## config.mk

```make
export PLATFORM = sky130hd
export DESIGN_NAME = ex_mem_movz_reg
export DESIGN_NICKNAME = d
export VERILOG_FILES = /design/src/rtl/mips_defs.sv /design/src/rtl/movz_wr_gate.sv /design/src/rtl/ex_mem_movz_reg.sv
export SDC_FILE = /design/constraint.sdc
export NUM_CORES = 1
export LEC_CHECK = 0
export BUFFER_PORTS_ARGS = -buffer_cell sky130_fd_sc_hd__buf_4
export CAP_MARGIN = 30
export CORE_AREA = 3 3 119 121
export DETAILED_ROUTE_END_ITERATION = 7
export DIE_AREA = 0 0 122 124
export MAX_ROUTING_LAYER = met4
export PLACE_DENSITY = 0.75
export SLEW_MARGIN = 20
export SYNTH_ARGS = -nofsm -noshare
export SYNTH_HDL_FRONTEND = slang
export SYNTH_HIERARCHICAL = 1
export SYNTH_SLANG_ARGS = --single-unit
```

## constraint.sdc

```tcl
create_clock -name clk -period 1.4 [get_ports clk]
set_input_delay 0 -clock clk [delete_from_list [all_inputs] [get_ports clk]]
set_output_delay 0 -clock clk [all_outputs]
set_load 0.05 [all_outputs]
```

## src/rtl/mips_defs.sv

```systemverilog
// Shared MIPS pipeline definitions: encodings, widths, reset/bubble values and small helpers.
package mips_defs;

  localparam int unsigned DW     = 32;
  localparam int unsigned AW     = 5;
  localparam int unsigned TNEW_W = 2;

  localparam logic [5:0]    OP_SPECIAL   = 6'b000000;
  localparam logic [5:0]    FUNCT_MOVZ   = 6'b001010;
  localparam logic [DW-1:0] RESET_PC     = 32'h0000_3000;
  localparam logic [DW-1:0] BUBBLE_INSTR = 32'h0000_0000;

  // Decode helper for stages that only see the raw instruction word.
  function automatic logic is_movz_instr(input logic [DW-1:0] instr);
    return (instr[31:26] == OP_SPECIAL) && (instr[5:0] == FUNCT_MOVZ);
  endfunction

  // Saturating one-stage decrement of a hazard-unit Tnew value.
  function automatic logic [TNEW_W-1:0] tnew_age(input logic [TNEW_W-1:0] tnew);
    return (tnew == '0) ? '0 : tnew - TNEW_W'(1);
  endfunction

endpackage

```

## src/rtl/movz_wr_gate.sv

```systemverilog
// Conditional-writeback gate: cancels a register write for failed MOVZ, $0 targets or non-writers.
module movz_wr_gate
  import mips_defs::*;
#(
  parameter int unsigned A_W = AW
) (
  input  logic           is_movz,
  input  logic           movz_zero,
  input  logic           reg_write,
  input  logic [A_W-1:0] a3,
  output logic           kill,
  output logic [A_W-1:0] a3_eff,
  output logic           we_eff
);

  // A cancelled write shows up as a3 == 0 so the hazard unit never forwards from it.
  always_comb begin
    kill   = (is_movz && !movz_zero) || (a3 == '0) || !reg_write;
    we_eff = !kill;
    a3_eff = kill ? '0 : a3;
  end

endmodule

```

## src/rtl/ex_mem_movz_reg.sv

```systemverilog
// EX/MEM pipeline register with MOVZ write cancel, Tnew aging, stall hold and flush bubble.
module ex_mem_movz_reg
  import mips_defs::*;
#(
  parameter int unsigned   D_W      = DW,
  parameter int unsigned   A_W      = AW,
  parameter int unsigned   T_W      = TNEW_W,
  parameter logic [D_W-1:0] RST_PC  = D_W'(RESET_PC)
) (
  input  logic           clk,
  input  logic           reset,
  input  logic           en,
  input  logic           clr,
  input  logic [D_W-1:0] instr_E,
  input  logic [D_W-1:0] pc_E,
  input  logic [D_W-1:0] alu_out_E,
  input  logic [D_W-1:0] rt_data_E,
  input  logic [A_W-1:0] a3_E,
  input  logic           reg_write_E,
  input  logic           is_movz_E,
  input  logic           movz_zero_E,
  input  logic [T_W-1:0] tnew_E,
  output logic [D_W-1:0] instr_M,
  output logic [D_W-1:0] pc_M,
  output logic [D_W-1:0] pc8_M,
  output logic [D_W-1:0] alu_out_M,
  output logic [D_W-1:0] rt_data_M,
  output logic [A_W-1:0] a3_M,
  output logic           reg_write_M,
  output logic [T_W-1:0] tnew_M
);

  logic           kill;
  logic [A_W-1:0] a3_eff;
  logic           we_eff;

  movz_wr_gate #(.A_W(A_W)) u_gate (
    .is_movz   (is_movz_E),
    .movz_zero (movz_zero_E),
    .reg_write (reg_write_E),
    .a3        (a3_E),
    .kill      (kill),
    .a3_eff    (a3_eff),
    .we_eff    (we_eff)
  );

  // Reset and flush load the same bubble; flush beats a stall.
  always_ff @(posedge clk) begin
    if (reset || clr) begin
      instr_M     <= D_W'(BUBBLE_INSTR);
      pc_M        <= RST_PC;
      alu_out_M   <= '0;
      rt_data_M   <= '0;
      a3_M        <= '0;
      reg_write_M <= 1'b0;
      tnew_M      <= '0;
    end else if (en) begin
      instr_M     <= instr_E;
      pc_M        <= pc_E;
      alu_out_M   <= alu_out_E;
      rt_data_M   <= rt_data_E;
      a3_M        <= a3_eff;
      reg_write_M <= we_eff && !kill;
      tnew_M      <= (tnew_E == '0) ? '0 : tnew_E - T_W'(1);
    end
  end

  // Link value wraps modulo 2^D_W.
  assign pc8_M = pc_M + D_W'(8);

endmodule

```

# --- Yosys cells after proc, flatten, opt, wreduce, memory -nomap -nowiden ---
# Cells that the tools add are included.
totals:
  out_inout_bits: 168
  elab_cells: 20
  in_bits: 142
  regBits: 136
op_classes:
  reduce_logical: 9
  n_mux: 2
  addsub: 2
op_table:
  columns: ["cell", "count"]
  rows:
  - ["32-bit by 4-bit adder with 32-bit output (second input constant)", 1]
  - ["5-bit zero test", 1]
  - ["5-bit two-way mux", 1]
  - ["1-bit zero test", 3]
  - ["1-bit logical OR", 3]
  - ["2-bit zero test", 1]
  - ["2-bit two-way mux", 1]
  - ["2-bit by 1-bit subtractor with 2-bit output (second input constant)", 1]
  - ["1-bit logical AND", 1]

# --- Longest topological paths before layout ---
logic_depth:
  word_depth: 5
  mapped_depth: 5
  depth_no_buf: 5

# --- By module ---
# The synthesis kept the hierarchy.
modules_own_cells:
  columns: ["module", "cells_per_inst", "area_per_inst_um2", "seq_area_each_um2", "instances"]
  rows:
  - ["ex_mem_movz_reg", 532, 5372.7, 2722.6, 1]
  - ["movz_wr_gate", 9, 67.6, 0.0, 1]

# --- Worst setup path after synthesis ---
# Ideal clock, no wire load.
synth_timing:
  path_kind: "reg2out"
  start: "register pc_M[3]"
  end: "output port pc8_M[23]"
  stages_incl_launch_ff: 6
  required_ps: 1400
  path_buffers: 0
  path_slack_ps: -1015
  arrival_time_ps: 2415
  cell_sequence: "dfxtp_1 ha_1 nand3_1 nor3_2 nand4_1 xnor2_1"
synth_via:
  elab_chain_len: 1
synth_lines:
  columns: ["element", "line_no", "source"]
  rows:
  - ["from (decl)", "ex_mem_movz_reg.sv:24", "output logic [D_W-1:0] pc_M,"]
  - ["from (signal assigned)", "ex_mem_movz_reg.sv:59", "pc_M <= pc_E;"]
  - ["32-bit by 4-bit adder with 32-bit output", "ex_mem_movz_reg.sv:69", "assign pc8_M = pc_M + D_W'(8);"]
  - ["to (decl)", "ex_mem_movz_reg.sv:25", "output logic [D_W-1:0] pc8_M,"]
# No other way between the ends.

# --- Final worst setup path ---
layout_timing:
  start: "register pc_M[26]"
  end: "output port pc8_M[28]"
# The elaborated chain is that of the path after synthesis.

==> parameters.txt <==
Parameter                              Value

Drt
  DR vias ... approximately 6200
  Antenna-violating nets left ... 0
  Length of the first detailed-routing pass in iterations ... 5
  Vias per std cell ... 5.06
  Total wirelength of the detailed-routed design ... 24.4 mm
  Post-detailed-route wirelength per cell ... 19.7 um
  DRC violation count after routing ... 0
  DRC marker count from the first detailed-route iteration ... about 560

Final layout
  Most frequent standard cell in the layout excluding fill and tap cells ... buf_4
  Layout cell share with drive strength beyond 1 ... 47.4%
  Area growth from synthesis to final layout ... 107%
  Storage element area ... 2810 um2
  Multi-input combinational cell area ... 3190 um2
  Finished Cell Area ... 11300 um2
  Post-layout util ... a little under nine tenths
  Most frequent cells in the layout ... 332 x buf_4, 136 x dlygate4sd3_1, 133 x nor2_1, 133 x mux2i_1, 110 x dfxtp_1
  Final net count ... 1188
  Count of fill cells added during filler insertion ... 576

Power and ir drop
  Static leakage ... 0.00548 uW
  Clock group share of total power ... roughly two fifths
  Switch Pwr ... 2890 uW
  Peak supply drop ... 0.995 mV
  Switching part of the total power ... 27.6%
  Power density of the placed cells ... 929 nW/um2
  Share of total power in sequential cells ... 38.9%
  Power Internal ... 7570 uW
  Proportion of power drawn by combinational gates ... 21.0%
  Post-layout total power ... about 10000 uW

Synth
  Synthesized Nets ... roughly 680
  Dominant synthesized flop cell ... dfxtp_1
  Part of the Yosys area used for sequential elements ... 50.0%
  Summed instance area of the synthesized netlist ... 5440 um2
  Count of distinct cell types in the synthesized netlist ... 33
  Number of instances in the synthesized netlist ... ~540
  Count of state elements after synthesis ... 136
  Yosys warnings ... 6
  Mean post-synth cell area ... 10.1 um2
  Number of flops mapped to enable cells by yosys ... 0
  Proportion of register bits with asynchronous set or reset after synthesis ... 0%

Worst setup path
  Critical path endpoint category ... output pin
  Critical path startpoint category ... flip-flop
  Crit Path Max Fanout ... 5
  Crit path arrival time ... 2.15 ns
  Data required time of the critical path ... 1.40 ns
  Critical path type ... flip-flop to output pin

Placement
  Number of input and output port buffers inserted ... 309
  Dpl hpwl ... between 10 and 15 mm
  Place WS ... -0.260 ns
  Cell area after placement ... 8820 um2
  GPL Wtd Cong ... 0.953

Timing
  Unrepaired setup endpoints after global routing ... true
  Number of hold violations in the final report ... 0
  Pin slew with the least headroom to its limit ... ~0.61 ns
  Tcrit/Tclk final ... 153%
  Aggregate negative setup slack ... -13.08 ns
  Relative slew slack ... 59.3%
  Final setup viols ... 27
  Clock period minus worst slack ... 2.15 ns
  Fmax achieved ... roughly 470 MHz
  Number of slew-limit violations in the final report ... 0
  Post-route clock skew ... 0 ns
  Worst Slack Setup Final ... -0.746 ns

Floorplan
  Height of the die ... 124 um
  Die X-Extent ... 122 um
  Top Ports ... 310
  Placeable core area ... about 13000 um2
  Effective utilization at floorplan ... between 40% and 50%
  Total die area ... 15100 um2
  Count of standard-cell rows ... 42

Global routing
  Leftover overflow at the end of global routing ... 0
  Global-route wire length before repair ... 33.9 mm
  Pin count of the biggest net entering global routing ... approximately 140
  Number of antenna violations at the first check in global routing ... 1
  Total routing resource utilization after global routing ... roughly 30%
  Vias in the first global route ... 6463

Outcome
  Failing checks ... setup timing
  Result of the run ... finished, violations left

Clock network
  TritonCTS clock tree ... built
  Buffers from clock root to sink, at most ... 2
  H-Tree Depth ... 4
  Clk Tree Root Cell ... clkbuf_16
  Clock latency reported for the late side of the worst-skew pair ... 0.41 ns
  Total number of clock tree sinks ... 136
  Clock input transition at the sequential cells of the worst setup and hold paths ... approximately 0.050 ns
  TritonCTS buffer count ... 17

Job
  Max-cap viol count ... 0

Min path
  Hold WC Path Type ... primary input to flip-flop
==> area by class of cell <==
cell class	instances	share of cell area [%]
timing repair buffer	520	39.8
multi-input combinational	368	28.3
sequential	136	24.9
clock buffer	23	4.26
tap	176	1.96
clock inverter	9	0.645
inverter	2	0.0667
antenna	1	0.0222
==> critical path: stages (launching register included) <==
cell and delay (ns):
dfxtp_4 0.35, nand4_1 0.17, nor4_4 0.50, nand4_1 0.33, xnor2_4 0.22, buf_6 0.18
==> synth_stat cells, types with 2 or more instances <==
library cell,number,area [um2]
buf_2,16,80.1
buf_1,6,22.5
nand3b_1,2,15.0
buf_4,3,22.5
xor2_1,9,78.8
and3_2,2,15.0
nand2_1,15,56.3
a21oi_1,3,15.0
nor3_1,4,20.0
and4_1,3,26.3
nand2b_1,5,31.3
clkbuf_1,9,33.8
nand4_1,8,50.1
dfxtp_1,136,2720
nor2_1,138,518
xnor2_1,18,158
and3_1,5,31.3
inv_1,2,7.51
nand3_1,10,50.1
mux2i_1,133,1330
and2_1,2,12.5
==> registers in the layout, summed over array words and instances, names as in the netlist <==
register and flops:
alu_out_M 32, instr_M 32, pc_M 32, rt_data_M 32, a3_M 5, tnew_M 2
reg_write_M 1
==> through the flow <==
stage,hold WS (ns),cells
floorplan,0.0966,541
global placement,0.213,1050
detailed placement,0.209,1050
CTS,0.00785,1224
global route,0.0373,1235
finish,0.0137,1235
==> kinds of logic (layout without fill, tap and decap cells) <==
kind of cell	count (synthesis)	in the layout	share of synthesized area, %
AOI/OAI and AO/OA	5	5	0.598
xor gates and xnor gates	27	27	4.35
adders and majority gates	1	1	0.230
buffers and inverters	37	554	3.27
DFF	136	136	50.0
muxes	133	133	24.5
other	0	1	0
and+or+nand+nor	202	202	17.0
==> path summary, 6_finish.rpt <==
path / from / endpoint / slack [ns] / cells past startpoint
hold / removal: a3_E[2] / a3_M[2] / 0.01 / 4
hold reg to reg: tnew_M[0] / tnew_M[0] / 0.49 / 2
setup / recovery: pc_M[26] / pc8_M[28] / -0.75 / 5
setup reg to reg: pc_M[23] / pc_M[23] / 0.36 / 4
==> metal layers <==
layer / share of wire [%] / GRT usage, % / vias to the layer above
li1: - / - / 2831
met1: 37 / 31.1 / 2980
met2: 52 / 53.6 / 343
met3: 6.8 / 6.68 / 93
met4: 4.5 / 13.9 / 0
met5: 0 / - / -
==> power by group through the flow <==
stage | logic (uW) | registers, uW | clock network (uW)
final | 2200 | 4060 | 4190
after CTS | 2120 | 4050 | 4210
after detailed placement | 1780 | 4130 | 0
after global placement | 1750 | 4120 | 0
after global routing | 2290 | 4070 | 4400
after floorplan | 584 | 4590 | 0
==> repair_timing <==
action | 4_1_cts | 5_1_grt
pin swaps | 27 | 10
setup buffers | 6 | 12
gates cloned | 0 | 0
setup endpoints to repair | 27 | 27
gates resized for setup | 66 | 25
endpoints found under the hold margin | 133 | 0
hold buffers | 136 | 0
(Power assumes the default switching activity.)
